==> config.mk <==
export PLATFORM = sky130hd
export DESIGN_NAME = ifetch_unit
export DESIGN_NICKNAME = d
export VERILOG_FILES = /design/src/rtl/ifetch_pkg.sv /design/src/rtl/ifetch_tag_queue.sv /design/src/rtl/ifetch_unit.sv
export SDC_FILE = /design/constraint.sdc
export NUM_CORES = 1
export LEC_CHECK = 0
export BUFFER_PORTS_ARGS = -buffer_cell sky130_fd_sc_hd__buf_2
export CAP_MARGIN = 20
export CORE_AREA = 3 3 204 206
export DETAILED_ROUTE_END_ITERATION = 8
export DIE_AREA = 0 0 207 209
export PLACE_DENSITY_LB_ADDON = 0.3
export SYNTH_ARGS = -nofsm -noshare
export SYNTH_HDL_FRONTEND = slang
export SYNTH_HIERARCHICAL = 1
export SYNTH_SLANG_ARGS = --single-unit
==> constraint.sdc <==
create_clock -name clk -period 7.7 [get_ports clk]
set_input_delay 1.54 -clock clk [delete_from_list [all_inputs] [get_ports clk]]
set_output_delay 1.54 -clock clk [all_outputs]
set_load 0.03 [all_outputs]
==> src/rtl/ifetch_pkg.sv <==
// Shared types for the instruction fetch front end: request FSM states and the buffered entry layout.
package ifetch_pkg;
   localparam int IF_XLEN = 32;
   localparam int IF_ILEN = 32;
   localparam logic [IF_XLEN-1:0] WORD_MASK = 32'hFFFF_FFFC;

   typedef logic [0:0] ifetch_state_e;
   localparam ifetch_state_e IDLE = 1'b0;
   localparam ifetch_state_e REQ  = 1'b1;

   typedef struct packed {
      logic [IF_ILEN-1:0] instr;
      logic [IF_XLEN-1:0] pc;
      logic               fault;
   } ifetch_entry_t;
endpackage

==> src/rtl/ifetch_tag_queue.sv <==
// DEPTH-entry FIFO with synchronous clear, used for PC tags and for the response buffer.
// Write becomes visible at the head the next cycle; the caller never pushes when full or pops when empty.
module ifetch_tag_queue #(
   parameter int W     = 32,
   parameter int DEPTH = 4
) (
   input  logic                   clk,
   input  logic                   rst_n,
   input  logic                   clear,
   input  logic                   push,
   input  logic [W-1:0]           push_data,
   input  logic                   pop,
   output logic [W-1:0]           head,
   output logic [$clog2(DEPTH):0] count
);
   localparam int AW = $clog2(DEPTH);

   logic [W-1:0] mem [DEPTH];
   logic [AW:0]  wr_ptr;
   logic [AW:0]  rd_ptr;

   always_ff @(posedge clk) begin
      if (push && !clear) mem[wr_ptr[AW-1:0]] <= push_data;
   end

   // Pointers carry one extra wrap bit so full and empty stay distinguishable.
   always_ff @(posedge clk) begin
      if (!rst_n || clear) begin
         wr_ptr <= '0;
         rd_ptr <= '0;
      end else begin
         if (push) wr_ptr <= wr_ptr + (AW+1)'(1);
         if (pop)  rd_ptr <= rd_ptr + (AW+1)'(1);
      end
   end

   assign head  = mem[rd_ptr[AW-1:0]];
   assign count = wr_ptr - rd_ptr;
endmodule

==> src/rtl/ifetch_unit.sv <==
// Fetch front end: address accepted in N -> imem_req in N+1; rvalid in M -> instr_valid in M+1; pc_ready drops when DEPTH slots are committed.
// IFETCH_ALIGN_CHECK_EN adds instr_fault and turns misaligned PCs into fault entries instead of memory reads.
module ifetch_unit
   import ifetch_pkg::*;
#(
   parameter int XLEN  = IF_XLEN,
   parameter int ILEN  = IF_ILEN,
   parameter int DEPTH = 4
) (
   input  logic            clk,
   input  logic            rst_n,
   input  logic            pc_valid,
   input  logic [XLEN-1:0] pc,
   output logic            pc_ready,
   input  logic            flush,
   output logic            imem_req,
   output logic [XLEN-1:0] imem_addr,
   input  logic            imem_gnt,
   input  logic            imem_rvalid,
   input  logic [ILEN-1:0] imem_rdata,
   output logic            instr_valid,
   output logic [ILEN-1:0] instruction,
   output logic [XLEN-1:0] instr_pc,
`ifdef IFETCH_ALIGN_CHECK_EN
   output logic            instr_fault,
`endif
   input  logic            instr_ok
);
   localparam int CW = $clog2(DEPTH) + 1;

   ifetch_state_e state;
   logic [XLEN-1:0] addr_q;
   logic [CW-1:0]   outstanding;
   logic [CW-1:0]   drop_cnt;
   logic [CW-1:0]   drop_next;
   logic [CW-1:0]   buffered;
   logic [CW-1:0]   tag_count;
   logic [CW:0]     in_use;
   logic            req_dropped;
   logic            credit, misaligned, accept;
   logic            req_live, gnt_live, rsp_any, rsp_drop, rsp_push, fault_push, buf_pop;
   logic [XLEN-1:0] tag_head;
   ifetch_entry_t   buf_in;
   ifetch_entry_t   buf_head;

`ifdef IFETCH_ALIGN_CHECK_EN
   assign misaligned = (pc[1:0] != 2'b00);
`else
   assign misaligned = 1'b0;
`endif

   assign in_use = {1'b0, outstanding} + {1'b0, buffered} + (CW+1)'(state == REQ);
   assign credit = in_use < (CW+1)'(DEPTH);
   // A fault entry bypasses memory, so it waits until every older fetch has returned.
   assign pc_ready = rst_n && (state == IDLE) && credit && !flush && (!misaligned || outstanding == '0);
   assign accept   = pc_valid && pc_ready;

   assign req_live   = (state == REQ) && !req_dropped;
   assign gnt_live   = req_live && imem_gnt && !flush;
   assign rsp_any    = imem_rvalid && (drop_cnt != '0 || outstanding != '0);
   assign rsp_drop   = imem_rvalid && (drop_cnt != '0);
   assign rsp_push   = imem_rvalid && (drop_cnt == '0) && (outstanding != '0) && !flush;
   assign fault_push = accept && misaligned;
   assign buf_pop    = instr_valid && instr_ok && !flush;
   assign drop_next  = drop_cnt + outstanding + CW'(req_live) - CW'(rsp_any);

   always_comb begin
      buf_in = '0;
      if (rsp_push) begin
         buf_in.instr = imem_rdata;
         buf_in.pc    = tag_head;
      end else begin
         buf_in.pc    = pc;
         buf_in.fault = 1'b1;
      end
   end

   always_ff @(posedge clk) begin
      if (!rst_n) begin
         state       <= IDLE;
         addr_q      <= '0;
         outstanding <= '0;
         drop_cnt    <= '0;
         req_dropped <= 1'b0;
      end else begin
         if (state == IDLE) begin
            if (accept && !misaligned) begin
               addr_q <= pc & WORD_MASK;
               state  <= REQ;
            end
         end else if (imem_gnt) begin
            state       <= IDLE;
            req_dropped <= 1'b0;
         end else if (flush) begin
            // The request cannot be retracted; its response is discarded later.
            req_dropped <= 1'b1;
         end

         if (flush) begin
            outstanding <= '0;
            drop_cnt    <= drop_next;
         end else begin
            outstanding <= outstanding + CW'(gnt_live) - CW'(rsp_push);
            if (rsp_drop) drop_cnt <= drop_cnt - CW'(1);
         end
      end
   end

   ifetch_tag_queue #(.W(XLEN), .DEPTH(DEPTH)) u_tags (
      .clk(clk), .rst_n(rst_n), .clear(flush),
      .push(gnt_live), .push_data(addr_q), .pop(rsp_push),
      .head(tag_head), .count(tag_count)
   );

   ifetch_tag_queue #(.W($bits(ifetch_entry_t)), .DEPTH(DEPTH)) u_buf (
      .clk(clk), .rst_n(rst_n), .clear(flush),
      .push(rsp_push || fault_push), .push_data(buf_in), .pop(buf_pop),
      .head(buf_head), .count(buffered)
   );

   assign imem_req    = (state == REQ);
   assign imem_addr   = addr_q;
   assign instr_valid = (buffered != '0);
   assign instruction = instr_valid ? buf_head.instr : '0;
   assign instr_pc    = instr_valid ? buf_head.pc : '0;
`ifdef IFETCH_ALIGN_CHECK_EN
   assign instr_fault = instr_valid && buf_head.fault;
`else
   assert property (@(posedge clk) disable iff (!rst_n) !(instr_valid && buf_head.fault));
`endif

   assert property (@(posedge clk) disable iff (!rst_n) !(imem_rvalid && outstanding == '0 && drop_cnt == '0));
   assert property (@(posedge clk) disable iff (!rst_n) tag_count == outstanding);
endmodule

# Word-level counts from Yosys, hierarchy flattened
# Memories as Yosys holds them, arrays and structs flattened. A register that Yosys moved wholly into a read port is not among the register bits.
# Cells that the tools add are included.
[op_classes]
mux = 20
n_lt_le_gt_ge = 1
addsub = 13
reduce_logical = 30
n_bitwise = 2
[op_table]
columns = ["op", "count"]
rows = [
  ["two-way mux 32 bit", 4],
  ["logical AND 1 bit", 16],
  ["adder 3 x 1 -> 3 bit (second input constant)", 4],
  ["two-way mux 1 bit", 10],
  ["nonzero test 3 bit", 3],
  ["two-way mux 2 bit", 4],
  ["adder 3 x 1 -> 3 bit", 2],
  ["two-way mux 3 bit", 2],
  ["subtractor 3 x 1 -> 3 bit", 2],
  ["adder 3 x 3 -> 4 bit", 1],
  ["adder 4 x 1 -> 4 bit", 1],
  ["less-than comparator 4 x 3 -> 1 bit (second input constant)", 1],
  ["AND reduction 2 bit", 2],
  ["nonzero test 2 bit", 2],
  ["adder 3 bit", 1],
  ["zero test 1 bit", 3],
  ["zero test 3 bit", 1],
  ["subtractor 3 x 1 -> 3 bit (second input constant)", 1],
  ["subtractor 3 bit", 1],
  ["logical OR 1 bit", 2],
  ["NOT 1 bit", 2],
  ["OR reduction 2 bit", 1],
]
[word_totals]
input_bits = 71
wordCells = 77
mem_bits_rw = 380
n_memories = 2
reg_bits = 50
out_inout_bits = 99
[mem_list]
columns = ["name", "words", "word_bits", "rd", "rd_clocked_by_memory_dff", "wr", "line_no", "text"]
rows = [
  ["u_buf.mem", 4, 65, 1, 1, 1, "ifetch_tag_queue.sv:18", "logic [W-1:0] mem [DEPTH];"],
  ["u_tags.mem", 4, 30, 1, 1, 1, "ifetch_tag_queue.sv:18", ""],
]

# Logic depth before layout (Yosys ltp)
# Gate-level depths: netlist (run 1).
[depth]
depth_word = 9
depth_mapped = 13
ltp_nobuf = 12

# By module
# Netlist (run 1), hierarchy kept.
[by_module_without_submodules]
columns = ["module", "cells_each", "area_per_inst_um2", "seq_area_each_um2", "n_inst"]
rows = [
  ["ifetch_tag_queue at u_buf", 383, 9855.7, 7967.6, 1],
  ["ifetch_tag_queue at u_tags", 211, 5089.9, 4003.8, 1],
  ["ifetch_unit", 347, 2877.8, 760.7, 1],
]

# Least setup slack after synthesis (run 1)
# OpenSTA, ideal clock, no wires.
[synth_path]
path_type = "input-to-reg"
from = "in flush"
to = "mem u_buf/mem[3][0] (netlist name), enable pin"
stages = 7
n_path_buf = 4
required_time_ps = 7212
setup_ps = 488
setup_slack_ps = 1803
t_arrival_ps = 5409
path_cell_list = "clkbuf_1 nor3_2 buf_2 buf_2 clkbuf_1 nand2_1 nor2_1"
[synth_via]
elab_chain_len = 5
[synth_lines]
columns = ["element", "line_no", "text"]
rows = [
  ["start, declared", "ifetch_unit.sv:15", "input logic flush,"],
  ["zero test 1 bit", "ifetch_unit.sv:62", "assign rsp_push = imem_rvalid && (drop_cnt == '0) && (outstanding != '0) && !flush;"],
  ["logical AND 1 bit", "ifetch_unit.sv:62", ""],
  ["net rsp_push", "ifetch_unit.sv:41", "logic req_live, gnt_live, rsp_any, rsp_drop, rsp_push, fault_push, buf_pop;"],
  ["logical AND 1 bit", "ifetch_tag_queue.sv:23", "if (push && !clear) mem[wr_ptr[AW-1:0]] <= push_data;"],
  ["two-way mux 1 bit", "ifetch_tag_queue.sv:23", ""],
  ["two-way mux 1 bit (not written as such)", "ifetch_tag_queue.sv:23", ""],
  ["end, declared", "ifetch_tag_queue.sv:18", ""],
]
# The timed path passes the listed nets, and every way through them passes these cells.

# Final worst setup path (run 1)
[layout_path]
from = "reg u_buf.wr_ptr[0]"
to = "out instr_pc[25]"
[layout_via]
elab_chain_len = 3
[layout_lines]
columns = ["element", "line_no", "text"]
rows = [
  ["start, declared", "ifetch_tag_queue.sv:19", "logic [AW:0] wr_ptr;"],
  ["start signal, assigned", "ifetch_tag_queue.sv:32", "if (push) wr_ptr <= wr_ptr + (AW+1)'(1);"],
  ["subtractor 3 bit", "ifetch_tag_queue.sv:38", "assign count = wr_ptr - rd_ptr;"],
  ["net buffered[2]", "ifetch_unit.sv:36", "logic [CW-1:0] buffered;"],
  ["nonzero test 3 bit", "ifetch_unit.sv:123", "assign instr_valid = (buffered != '0);"],
  ["two-way mux 32 bit", "ifetch_unit.sv:125", "assign instr_pc = instr_valid ? buf_head.pc : '0;"],
  ["end, declared", "ifetch_unit.sv:23", "output logic [XLEN-1:0] instr_pc,"],
]
# The timed path passes the listed nets, and every way through them passes these cells.

==> results.md, run 1 <==
- Hold violation total from the final report: 0
- Worst-margin pin slew: 1.054 ns
- HP Class: register to register
- Clock sink count: 436
- Status: finished, final reports clean
- Initial DRT Pass Iterations: 7
- Hold path depth: 2
- RSZ-0062 raised after global routing: false
- Initial antenna violation count: 0
- Initial Util: 44.03%
- WP data required: 6.16 ns
- R2R depth: 9
- Area Overhead vs Synth: 15.28%
- Final instance area: 0.02021 sq mm
- Root Buffer: clkbuf_16
- Sw Share: 19.64%
- Relative slew slack: 29.75%
- Final WL: 33,480 microns
- Area post-placement: 0.01877 sq mm
- Non-Filler Instances: 1,660
- # nets final: 1,198
- Clock transition at path regs: 0.06 ns
- Launch point of the worst reg-to-reg path: u_buf/wr_ptr[0]$_SDFFE_PP0P_
- CP max FO: 66
- Vias: 8,344
- Post-synthesis area per instance: 19.04 sq um
- Postcts setup bufs: 0
- GRT Util Overall: 15.52%
- Peak Freq: 206.7 MHz
- Overall power: 4.886 mW
- CORE AREA: 0.03982 sq mm
- Worst vdd ir: 0.1532 mV
- CP Launch Type: register
- NetSw: 0.9597 mW
- Layout cell share with drive strength beyond 1: 33.04%
- Hold Path Origin: req_dropped$_SDFFE_PN0P_
- I/O pin cnt: 170
- Worst R2R End: imem_addr[18]$_SDFFE_PN0P_
- Total Neg Setup Slack: 0 ns
- GRT overflow: 0
- Post-route ant nets: 0
- Critical Path Start: u_buf/wr_ptr[0]$_SDFFE_PP0P_
- Die height: 209 microns
- Vias in the first global route: 8,860
- Leakage power: 7.348 nW
- Hold Path Sink: req_dropped$_SDFFE_PN0P_
- Arrival @ worst endpoint: 3.30 ns
- CP Class: register to output port
- Residual DRC: 0
- Clk_lat worst skew: 0.55 ns
- Per-cell routed wire length: 20.17 microns
- IO buf count: 167
- CTS H-tree lvls: 2
- Global-route wire length before repair: 52,230 microns
- PD cells: 241.7 mW/mm^2
- Comb pwr share: 3.7%
- DRT iter0 DRCs: 583
- Final setup fails: 0
- Die area: 0.04326 sq mm
- Syn Inst Count: 921
- Hold buffer count at cts: 0
- Fin. max-slew vios: 0
- Largest net degree at the start of global routing: 74
- Placed instance count: 1,581
- R2r setup slk: 4.23 ns
- Clock Path Buffers: 3
- Most frequent cells in the layout: edfxtp_1 (384), buf_2 (167), and2_1 (98)
- Max-cap violations: 0
- Internal power: 3.926 mW
- CP endpoint kind: output port
- Part of the cycle the worst path needs: 62.84%
- Synth warn: 6
- # rows: 73
- # diodes: 0
- CTS Buf Count: 45
- CTS tree: done
- PostCTS Resize Cnt: 0
- Die width: 207 microns
- Clk_skew: 0.02059 ns
- Gp weighted congestion: 0.7481
- Vias per cell: 5.027
- Most common cell after layout, fill and taps aside: edfxtp_1
- Register share of total power: 53.1%
- Clock power share: 43.2%
- DP HPWL: 19,290 microns
- Post-synthesis cell area: 0.01753 sq mm
- # fillers: 3,284
- Min Tclk post-route: 4.838 ns
-- metrics by stage --
stage,hold WS (ns),worst slack (ns),util [%]
after floorplan,0.4280,1.875,-
after global placement,0.4402,3.161,47.14
after detailed placement,0.4561,3.111,47.14
after global routing,0.4977,2.583,50.76
after CTS,0.4702,2.788,50.76
final,0.4617,2.862,50.76
-- sequential cells by signal, summed over array words and instances (netlist names), named ones only --
register       flops
outstanding        3
u_tags/mem       128
u_buf/mem        256
u_buf/rd_ptr       3
u_tags/wr_ptr      2
imem_addr         30
req_dropped        1
u_buf/wr_ptr       3
imem_req           1
u_tags/rd_ptr      2
drop_cnt           3
-- layer usage --
metal / share of wire, % / vias up / GRT usage [%]
met5: 0 / - / 0
met4: 2.5 / 0 / 4.799
met3: 6.0 / 54 / 3.333
met2: 47 / 202 / 25.13
met1: 45 / 4207 / 21.28
li1: - / 3881 / -
-- power groups by stage --
stage                     registers (mW)  clock network [mW]  logic, mW
final                               2.59                2.11      0.180
after global routing                2.59                2.27      0.200
after CTS                           2.59                2.17      0.183
after detailed placement            2.64                   0      0.181
after global placement              2.64                   0      0.178
after floorplan                     2.66                   0      0.100
-- worst max-delay path by stage --
stage	slack, ns	depth (start not counted)	endpoint
2_1_floorplan	1.88	7	u_buf/mem[3][10]$_DFFE_PP_
3_3_place_gp	3.16	5	pc_ready
3_5_place_dp	3.11	5	pc_ready
4_1_cts	2.79	8	instr_pc[1]
5_1_grt	2.58	8	instruction[9]
6_report	2.86	8	instr_pc[25]
-- worst max-delay path, cell delays in order (launching register included) --
cell     delay, ns
dfxtp_1       0.40
inv_1         0.11
ha_1          0.22
fa_1          0.37
xnor2_1       0.19
xnor2_1       0.10
or3_2         0.80
and2_1        0.34
buf_2         0.17
-- area by class of cell --
| cell class | instances | area [sq um] | share of cell area [%] |
|---|---|---|---|
| clock buffers | 67 | 1281 | 6.338 |
| inverters | 45 | 168.9 | 0.8356 |
| well taps | 525 | 656.9 | 3.250 |
| clock inverters | 12 | 160.2 | 0.7923 |
| flip-flops and latches | 436 | 12580 | 62.24 |
| multi-input cells | 402 | 4486 | 22.19 |
| repair buffers | 173 | 880.8 | 4.358 |
Power figures use the tool's default switching activity.
==> run 2: changes to the inputs <==
Settings changed: ABC_AREA set to 1, CORE_AREA 3 3 204 206 to 3 3 217 219, DIE_AREA 0 0 207 209 to 0 0 220 222.
Clock period 7.7 ns to 4.9 ns, I/O delays scaled along.
==> run 2 against run 1 <==
Compared with the run above: synthesized area up 14%; critical endpoint is now pc_ready; synthesized cell count up 130%; hold slack better by 0.032 ns; die area up 13%; non-clock buffer count up 16; core utilization down 0.44 points; critical path type unchanged.
==> results.md, run 2 <==
- Part of the cycle the worst path needs: 81.50%
- CP Class: register to output port
- Non-Filler Instances: 2,948 (+78%)
- Min Tclk post-route: 3.993 ns
- Launch point of the worst reg-to-reg path: u_buf/wr_ptr[0]$_SDFFE_PP0P_
- R2r setup slk: 1.81 ns (-2.42 ns)
- CTS Buf Count: 48 (+6.7%)
- Layout cell share with drive strength beyond 1: 12.31% (-21 points)
- Initial DRT Pass Iterations: 6 (-1)
- Critical-path cell list: inv_1, ha_1, fa_1, nand3_1, nand2_1, ha_1, nor2_1, nand2_1, nor2_4, buf_4, buf_2
- Synth warn: 6 (unchanged)
- Final setup fails: 0 (unchanged)
- Die width: 220 microns (+6.3%)
- Initial antenna violation count: 0 (unchanged)
- Vias per cell: 4.618 (-8.1%)
- Final WL: 43,790 microns (+31%)
- Post-synthesis cell area: 0.01993 sq mm (+14%)
- I/O pin cnt: 170 (unchanged)
- Arrival @ worst endpoint: 3.01 ns (-0.29 ns)
- Relative slew slack: 27.21% (-2.5 points)
- Largest net degree at the start of global routing: 97 (+31%)
- Leakage power: 11.08 nW (+51%)
- Peak Freq: 250.4 MHz
- Worst-margin pin slew: 1.089 ns (+0.03548 ns)
- Max-cap violations: 0 (unchanged)
- Crit-path max cell delay: 0.39 ns (-0.41 ns)
- Slowest CP cell: fa_1
- GRT Util Overall: 17.84% (+2.3 points)
- PD cells: 340.7 mW/mm^2 (+41%)
- CTS H-tree lvls: 2 (unchanged)
- RSZ-0062 raised after global routing: false
- # fillers: 4,143 (+26%)
- PostCTS Resize Cnt: 0 (unchanged)
- # rows: 78 (+6.8%)
- HP Class: register to register
- Global-route wire length before repair: 68,210 microns (+31%)
- IO buf count: 167 (unchanged)
- GRT overflow: 0 (unchanged)
- CP Capture Point: pc_ready
- Area Overhead vs Synth: 14.33%
- Per-cell routed wire length: 14.85 microns (-26%)
- Fin. max-slew vios: 0 (unchanged)
- CORE AREA: 0.04528 sq mm (+14%)
- Max FFs per register: 256 (unchanged)
- CP endpoint kind: output port
- Clock sink count: 436 (unchanged)
- Hold violation total from the final report: 0 (unchanged)
- Die height: 222 microns (+6.2%)
- CP Launch Type: register
- R2R depth: 13 (+4)
- DP HPWL: 26,480 microns (+37%)
- Storage cell area: 0.01258 sq mm (unchanged)
- Post-synthesis area per instance: 9.245 sq um (-51%)
- Clock Path Buffers: 3 (unchanged)
- WP data required: 3.92 ns (-2.24 ns)
- Most frequent cells in the layout: nand2_1 (663), inv_1 (526), edfxtp_1 (384)
- Vias: 13,610 (+63%)
- Initial Util: 44.02% (about the same)
- Critical Path Start: u_buf/wr_ptr[0]$_SDFFE_PP0P_
- Worst R2R End: imem_addr[8]$_SDFFE_PN0P_
- Area taken by multi-input logic gates: 0.004846 sq mm (+8.0%)
- # nets final: 2,404 (+100%)
- Placement Setup Slack: 1.461 ns (-1.649 ns)
- Worst vdd ir: 0.2413 mV (+57%)
- Clk_skew: 0.01342 ns (-0.007169 ns)
- Clock transition at path regs: 0.06 ns (about the same)
- Status: finished, final reports clean
- Gp weighted congestion: 0.7404 (-1.0%)
- Root Buffer: clkbuf_16
- Most common cell after layout, fill and taps aside: nand2_1
- Hold buffer count at cts: 0 (unchanged)
- Postcts setup bufs: 0 (unchanged)
- DRT iter0 DRCs: 872 (+50%)
- CP max FO: 32 (-52%)
- Setup WS post-layout: 0.9067 ns (-1.955 ns)
- Post-route ant nets: 0 (unchanged)
- Clk_lat worst skew: 0.58 ns (+0.03 ns)
- Die area: 0.04884 sq mm (+13%)
- Placed instance count: 2,858 (+81%)
- # diodes: 0 (unchanged)
- Syn Inst Count: 2,156 (+130%)
- Overall power: 7.765 mW (+59%)
- Vias in the first global route: 12,870 (+45%)
- Residual DRC: 0 (unchanged)
- CTS tree: done
-- run 2: where the power goes --
group          total, mW  internal [mW]  switching (mW)
clock               3.51           2.06            1.45
combinational      0.211         0.0672           0.144
sequential          4.04           4.03          0.0171
-- run 2: worst max-delay path: cells and delay by family, from the launching register on --
kind                     cells  cell delay, ns
flip-flops                   1            0.37
buffers and inverters        3            0.70
AND/OR/NAND/NOR              5            0.48
adder cells (fa/ha/maj)      3            0.88
-- run 2: area by class of cell --
cell class	count	area share, %
repair buffers	189	4.612
flip-flops and latches	436	55.21
multi-input cells	1102	21.27
clock buffers	66	5.974
well taps	600	3.294
clock inverters	23	0.8730
inverters	532	8.774
-- run 2: how the worst min path moves through the flow --
stage | end | slack (ns) | start | depth (start not counted)
global route | register | 0.54 | u_tags/rd_ptr[1]$_SDFFE_PP0P_ | 2
detailed placement | u_tags/rd_ptr[1]$_SDFFE_PP0P_ | 0.49 | u_tags/rd_ptr[1]$_SDFFE_PP0P_ | 2
CTS | register | 0.50 | u_tags/rd_ptr[1]$_SDFFE_PP0P_ | 2
finish | register | 0.49 | u_tags/rd_ptr[1]$_SDFFE_PP0P_ | 2
floorplan | register | 0.46 | u_tags/rd_ptr[1]$_SDFFE_PP0P_ | 2
global placement | u_tags/rd_ptr[1]$_SDFFE_PP0P_ | 0.48 | u_tags/rd_ptr[1]$_SDFFE_PP0P_ | 2
-- run 2: routing by layer --
metal  vias up  GRT usage (%)  routed length, microns
li1       6873              -                       -
met1      6298          23.36                   19140
met2       369          30.53                   21120
met3        74          2.590                    2457
met4         0          5.816                    1071
met5         -              0                       0
-- run 2: through the flow --
stage	utilization [%]	cell area (sq um)	hold slack [ns]	setup TNS [ns]
after floorplan	-	19970	0.4570	-15.62
after global placement	46.83	21210	0.4787	0
after detailed placement	46.83	21210	0.4894	0
after CTS	50.28	22770	0.4974	0
after global routing	50.32	22790	0.5385	0
final	50.32	22790	0.4939	0
